`src/rtl/pkt_egress_arb_if.sv`:
```
// Packet egress arbiter bundle: per-port ingress byte streams plus the single egress stream.
// master = arbiter side, slave = upstream FIFOs / egress sink side.
interface pkt_egress_arb_if #(
  parameter int NUM_PORTS = 4,
  parameter int ACTION_W  = 64
);
  logic [NUM_PORTS-1:0]          in_valid;
  logic [8*NUM_PORTS-1:0]        in_data;
  logic [NUM_PORTS-1:0]          in_last;
  logic [ACTION_W*NUM_PORTS-1:0] in_action;
  logic [NUM_PORTS-1:0]          in_ready;
  logic                          out_valid;
  logic [7:0]                    out_data;
  logic                          out_last;
  logic                          out_ready;
  logic [ACTION_W-1:0]           out_action;
  logic [$clog2(NUM_PORTS)-1:0]  out_port;
  logic                          out_sop;
  logic                          err_timeout;

  modport master (
    input  in_valid, in_data, in_last, in_action, out_ready,
    output in_ready, out_valid, out_data, out_last, out_action, out_port, out_sop, err_timeout
  );

  modport slave (
    output in_valid, in_data, in_last, in_action, out_ready,
    input  in_ready, out_valid, out_data, out_last, out_action, out_port, out_sop, err_timeout
  );
endinterface

```
`src/rtl/pkt_egress_arb.sv`:
```
// Round-robin packet egress arbiter: grants one upstream port per packet and muxes its bytes out.
// Optional stall watchdog enabled by defining PKT_EGRESS_ARB_WATCHDOG_EN.
module pkt_egress_arb #(
  parameter int NUM_PORTS = 4,
  parameter int ACTION_W  = 64,
  parameter int TIMEOUT   = 1024
) (
  input  logic              clk,
  input  logic              rst_n,
  pkt_egress_arb_if.master  bus
);
  localparam int PW = $clog2(NUM_PORTS);

  typedef enum logic {IDLE, XFER} state_t;

  state_t        state, state_nxt;
  logic [PW-1:0] last_grant;
  logic [PW-1:0] hi_sel, lo_sel, arb_sel;
  logic          hi_hit, lo_hit, arb_hit;
  logic          sop_pend;
  logic          grant_valid;
  logic          xfer;
  logic          wd_fire;

  // Lowest valid port above last_grant wins; otherwise lowest valid port at or below it (wrap).
  always_comb begin
    hi_hit = 1'b0;
    lo_hit = 1'b0;
    hi_sel = '0;
    lo_sel = '0;
    for (int unsigned j = NUM_PORTS; j > 0; j--) begin
      if (bus.in_valid[PW'(j-1)]) begin
        if ((j - 1) > 32'(last_grant)) begin
          hi_hit = 1'b1;
          hi_sel = PW'(j-1);
        end else begin
          lo_hit = 1'b1;
          lo_sel = PW'(j-1);
        end
      end
    end
    arb_hit = hi_hit | lo_hit;
    arb_sel = hi_hit ? hi_sel : lo_sel;
  end

  assign grant_valid = bus.in_valid[bus.out_port];
  assign xfer        = (state == XFER) && grant_valid && bus.out_ready;

  always_ff @(posedge clk or negedge rst_n) begin
    if (!rst_n) state <= IDLE;
    else        state <= state_nxt;
  end

  always_comb begin
    state_nxt = state;
    case (state)
      IDLE: if (arb_hit) state_nxt = XFER;
      XFER: if ((xfer && bus.out_last) || wd_fire) state_nxt = IDLE;
    endcase
  end

  always_comb begin
    bus.in_ready  = '0;
    bus.out_valid = 1'b0;
    bus.out_data  = '0;
    bus.out_last  = 1'b0;
    bus.out_sop   = 1'b0;
    if (state == XFER) begin
      bus.out_valid             = grant_valid;
      bus.out_data              = bus.in_data[8*bus.out_port +: 8];
      bus.out_last              = bus.in_last[bus.out_port];
      bus.in_ready[bus.out_port] = bus.out_ready;
      bus.out_sop               = sop_pend & grant_valid;
    end
  end

  // out_port doubles as the grant register; it only changes on a new grant.
  always_ff @(posedge clk or negedge rst_n) begin
    if (!rst_n) begin
      last_grant     <= PW'(NUM_PORTS - 1);
      bus.out_port   <= '0;
      bus.out_action <= '0;
      sop_pend       <= 1'b0;
    end else begin
      case (state)
        IDLE: begin
          if (arb_hit) begin
            bus.out_port   <= arb_sel;
            bus.out_action <= bus.in_action[ACTION_W*arb_sel +: ACTION_W];
            sop_pend       <= 1'b1;
          end
        end
        XFER: begin
          if (xfer) sop_pend <= 1'b0;
          if ((xfer && bus.out_last) || wd_fire) last_grant <= bus.out_port;
        end
      endcase
    end
  end

`ifdef PKT_EGRESS_ARB_WATCHDOG_EN
  logic [15:0] wd_cnt;

  // Fires on the TIMEOUT-th consecutive stalled XFER cycle; the pulse lands with the return to IDLE.
  assign wd_fire = (state == XFER) && !xfer && (wd_cnt == 16'(TIMEOUT - 1));

  always_ff @(posedge clk or negedge rst_n) begin
    if (!rst_n) begin
      wd_cnt          <= '0;
      bus.err_timeout <= 1'b0;
    end else begin
      bus.err_timeout <= wd_fire;
      if ((state != XFER) || xfer || wd_fire) wd_cnt <= '0;
      else                                    wd_cnt <= wd_cnt + 16'd1;
    end
  end
`else
  assign wd_fire         = 1'b0;
  assign bus.err_timeout = 1'b0;
`endif

endmodule

```
`src/flat_wrapper.sv`:
```
// flat-port wrapper written by rule: the top's interface ports become plain ports
module pkt_egress_arb_flat 
#(
  parameter int NUM_PORTS = 4,
  parameter int ACTION_W  = 64,
  parameter int TIMEOUT   = 1024
)
  (clk, rst_n, bus_in_valid, bus_in_data, bus_in_last, bus_in_action, bus_out_ready, bus_in_ready, bus_out_valid, bus_out_data, bus_out_last, bus_out_action, bus_out_port, bus_out_sop, bus_err_timeout);
  pkt_egress_arb_if #(.NUM_PORTS(NUM_PORTS), .ACTION_W(ACTION_W)) bus_i ();
  input  logic clk;
  input  logic rst_n;
  input wire logic [$bits(bus_i.in_valid)-1:0] bus_in_valid;
  input wire logic [$bits(bus_i.in_data)-1:0] bus_in_data;
  input wire logic [$bits(bus_i.in_last)-1:0] bus_in_last;
  input wire logic [$bits(bus_i.in_action)-1:0] bus_in_action;
  input wire logic [$bits(bus_i.out_ready)-1:0] bus_out_ready;
  output wire logic [$bits(bus_i.in_ready)-1:0] bus_in_ready;
  output wire logic [$bits(bus_i.out_valid)-1:0] bus_out_valid;
  output wire logic [$bits(bus_i.out_data)-1:0] bus_out_data;
  output wire logic [$bits(bus_i.out_last)-1:0] bus_out_last;
  output wire logic [$bits(bus_i.out_action)-1:0] bus_out_action;
  output wire logic [$bits(bus_i.out_port)-1:0] bus_out_port;
  output wire logic [$bits(bus_i.out_sop)-1:0] bus_out_sop;
  output wire logic [$bits(bus_i.err_timeout)-1:0] bus_err_timeout;
  assign bus_i.in_valid = bus_in_valid;
  assign bus_i.in_data = bus_in_data;
  assign bus_i.in_last = bus_in_last;
  assign bus_i.in_action = bus_in_action;
  assign bus_i.out_ready = bus_out_ready;
  assign bus_in_ready = bus_i.in_ready;
  assign bus_out_valid = bus_i.out_valid;
  assign bus_out_data = bus_i.out_data;
  assign bus_out_last = bus_i.out_last;
  assign bus_out_action = bus_i.out_action;
  assign bus_out_port = bus_i.out_port;
  assign bus_out_sop = bus_i.out_sop;
  assign bus_err_timeout = bus_i.err_timeout;
  pkt_egress_arb #(.NUM_PORTS(NUM_PORTS), .ACTION_W(ACTION_W), .TIMEOUT(TIMEOUT)) u_core (.clk(clk), .rst_n(rst_n), .bus(bus_i));
endmodule
```
`config.mk`:
```
export PLATFORM = sky130hd
export DESIGN_NAME = pkt_egress_arb_flat
export DESIGN_NICKNAME = d
export VERILOG_FILES = /design/src/rtl/pkt_egress_arb_if.sv /design/src/rtl/pkt_egress_arb.sv /design/src/flat_wrapper.sv
export SDC_FILE = /design/constraint.sdc
export NUM_CORES = 1
export LEC_CHECK = 0
export ABC_AREA = 1
export BUFFER_PORTS_ARGS = -buffer_cell sky130_fd_sc_hd__buf_2
export CAP_MARGIN = 20
export CORE_AREA = 2 2 150 152
export DETAILED_ROUTE_END_ITERATION = 6
export DIE_AREA = 0 0 152 154
export GPL_ROUTABILITY_DRIVEN = 0
export PLACE_DENSITY = 0.56
export SLEW_MARGIN = 10
export SYNTH_ARGS = -nofsm -noshare
export SYNTH_HDL_FRONTEND = slang
export SYNTH_SLANG_ARGS = --single-unit
```
`constraint.sdc`:
```
create_clock -name clk -period 1.9 [get_ports clk]
set_input_delay 0.19 -clock clk [delete_from_list [all_inputs] [get_ports clk]]
set_output_delay 0.19 -clock clk [all_outputs]
set_load 0.05 [all_outputs]
```
==> impl_metrics.env <==
export IMPL_status="completed"
export IMPL_fp_dieH_microns=154
export IMPL_placed_area_sq_um=8048
export IMPL_clkLatencyLatePin_ps=340
export IMPL_leakage_nw=5.338
export IMPL_worstPathRequired_ps=1710
export IMPL_die_x_microns=152
export IMPL_yosys_warnings=0
export IMPL_max_stage_delay_ps=470
export IMPL_cts_buffers=9
export IMPL_detail_route_antenna_nets=0
export IMPL_grt_max_degree=50
export IMPL_cp_start_kind="register"
export IMPL_ir_worst_vdd_v=0.0007640
export IMPL_drtPass1Iterations=5
export IMPL_wirelength_mm=24.65
export IMPL_overflow=0
export IMPL_ys_seq_area_share_pct=31.00
export IMPL_vias=7364
export IMPL_row_count=54
export IMPL_syn_nets=1231
export IMPL_p_total_mw=15.68
export IMPL_synthDistinctLibCells=29
export IMPL_final_setup_viol_count=0
export IMPL_grt_pass1_vias=6780
export IMPL_drt_iter0_drc=479
export IMPL_htreeDepth=3
export IMPL_path_cells="inv_2 > nor2_4 > buf_12 > a22oi_1 > a31oi_4 > clkbuf_4"
export IMPL_die_area_sq_um=23410
export IMPL_crit_path_end_kind="output port"
export IMPL_antenna_found_initial=4
export IMPL_cts_sinks=70
export IMPL_vias_per_cell=4.568
export IMPL_synthCells=932
export IMPL_cts_root_buf="clkbuf_16"
export IMPL_path_delay_family="buffers and inverters"
export IMPL_fp_coreArea_sq_um=21690
export IMPL_fin_crit_sh_pct=98.78
export IMPL_grt_setup_unrepaired="true"
export IMPL_io_pins=381
export IMPL_worst_slew_pin_slew_ps=558.4
export IMPL_hpwlAfterDp_mm=16.85
export IMPL_comb_power_share_pct=71.4
export IMPL_synth_avg_cell_area_sq_um=6.071
export IMPL_crit_slowest_cell="dfrtp_2"
export IMPL_grt_usage_pct=18.10
export IMPL_ys_flop_type="dfrtp_1"
export IMPL_nets=1623
export IMPL_cap_violations=0
export IMPL_internal_power_mw=7.108
export IMPL_worstPathMaxFanout=10
export IMPL_crit_buf_inv=3
export IMPL_clockBufferDepth=2
export IMPL_grt_pass1_wl_mm=34.47
export IMPL_hp_class="input port to register"
export IMPL_post_route_drc_count=0
export IMPL_wl_per_cell_microns=15.29
export IMPL_slew_headroom_pct=62.77
export IMPL_setup_ws_ps=23.13
export IMPL_switching_share_pct=54.68
export IMPL_path_clk_slew_ps=70
export IMPL_slew_violations=0
export IMPL_layout_common_cells="buf_2, nand2_1, nand3_1"
export IMPL_syn_cell_area_sq_um=5658
export IMPL_ys_seq_elements=70
export IMPL_timing_worst_setup_path_type="register to output port"
export IMPL_seq_power_share_pct=17.4
export IMPL_area_delta_synth_final_pct=64.20
export IMPL_final_common_cell="buf_2"
export IMPL_p_per_area_nw_per_um2=1688
export IMPL_drive_above_1_share_pct=43.64
export IMPL_io_buffers=379
export IMPL_hold_violations=0
export IMPL_p_switching_mw=8.575
export IMPL_async_flop_share_pct=100.0
export IMPL_start_util_pct=26.09
export IMPL_place_ws_ps=20.42
export IMPL_period_minus_slack_ps=1877
export IMPL_synth_edf_count=0
export IMPL_cts_tree="built"
export IMPL_finClkSkew_ps=11.39
export IMPL_arrival_ps=1690
export IMPL_final_area_sq_um=9290
export IMPL_fmax_ghz=0.5328
export IMPL_nFillCells=2333
export IMPL_pwr_share_clk_pct=11.1
[registers in the layout (all words and copies together) (netlist names)]
register               cells
u_core.bus.out_action     64
u_core.bus.out_port        2
u_core.last_grant          2
u_core.sop_pend            1
u_core.state               1
[stage by stage]
stage,utilization [%],hold slack [ps],setup TNS (ps),cells
after detailed placement,37.11,213.3,0,1560
final,42.83,158.7,0,1612
after global routing,42.82,156.0,-704.5,1611
after global placement,37.11,212.0,0,1560
after floorplan,-,-105.6,-34.68,932
after CTS,38.80,137.9,-44.97,1580
[layer usage]
metal | vias up | global-route usage (%) | part of all wire [%]
met3 | 41 | 4.256 | 6.8
met5 | - | 0 | 0
met1 | 3360 | 22.17 | 42
met2 | 313 | 31.10 | 49
li1 | 3650 | - | -
met4 | 0 | 6.453 | 2.5
[worst register-to-register path: cells and delay by family (launching register included)]
family | cells | cell delay, ps
AND/OR/NAND/NOR | 8 | 990
buffers and inverters | 1 | 200
flip-flops | 1 | 570
[layout make-up]
type	count	area, sq um	share of cell area (%)
inverters	164	619.3	6.667
well taps	280	350.3	3.771
flip-flops and latches	70	1757	18.91
clock inverters	6	68.82	0.7407
repair buffers	429	2748	29.58
clock buffers	10	229.0	2.465
multi-input cells	650	3511	37.79
diodes	3	7.507	0.08081
[repair_timing]
action / in CTS / in global routing
endpoints found under the hold margin: 35 / 0
cloned: 0 / 24
buffers inserted: 3 / 5
hold buffers: 1 / 0
setup endpoints to repair: 11 / 67
pin swaps: 2 / 14
resized for setup: 12 / 88
[power groups by stage]
stage | clock network (mW) | registers, mW | logic (mW)
after detailed placement | 0 | 2.74 | 9.57
final | 1.75 | 2.73 | 11.2
after global placement | 0 | 2.74 | 9.49
after floorplan | 0 | 5.08 | 4.65
after CTS | 1.82 | 2.72 | 9.75
after global routing | 1.87 | 2.83 | 12.0
[final timing paths]
| check | slack [ps] | start | cells past startpoint | to |
|---|---|---|---|---|
| max reg2reg | 30 | u_core.last_grant[1] | 9 | u_core.bus.out_action[59] |
| min reg2reg | 470 | u_core.bus.out_action[35] | 2 | u_core.bus.out_action[35] |
| min in group asynchronous | 360 | rst_n | 2 | u_core.bus.out_action[48] |
| max | 20 | u_core.bus.out_port[0] | 6 | bus_out_data[4] |
| max in group asynchronous | 950 | rst_n | 3 | u_core.bus.out_action[21] |
| min | 160 | bus_in_action[97] | 4 | u_core.bus.out_action[33] |
[synthesized netlist by cell type, types with 4 or more instances]
cell | number | share of area [%]
nor3_1 | 4 | 0.35
buf_4 | 9 | 1.2
or2_2 | 53 | 5.9
buf_6 | 7 | 1.4
a22oi_1 | 8 | 1.1
nor2_2 | 4 | 0.44
dfrtp_1 | 68 | 30
or2_0 | 12 | 1.3
o21ai_0 | 4 | 0.35
clkbuf_1 | 16 | 1.1
nand2_1 | 318 | 21
buf_2 | 19 | 1.7
inv_1 | 158 | 10
nor2_1 | 7 | 0.46
or2_1 | 19 | 2.1
nand3_1 | 198 | 18
a31oi_1 | 8 | 0.88
[cell families (layout without fill, tap and decap cells)]
group	Yosys count	after routing	share of synthesized area [%]
other	1	4	0.06628
flip-flops	70	70	31.00
AO/OA/AOI/OAI	24	24	2.764
buffers and inverters	217	609	16.36
AND/OR/NAND/NOR	620	625	49.80
Note: power is estimated with default switching activity, not from simulation.
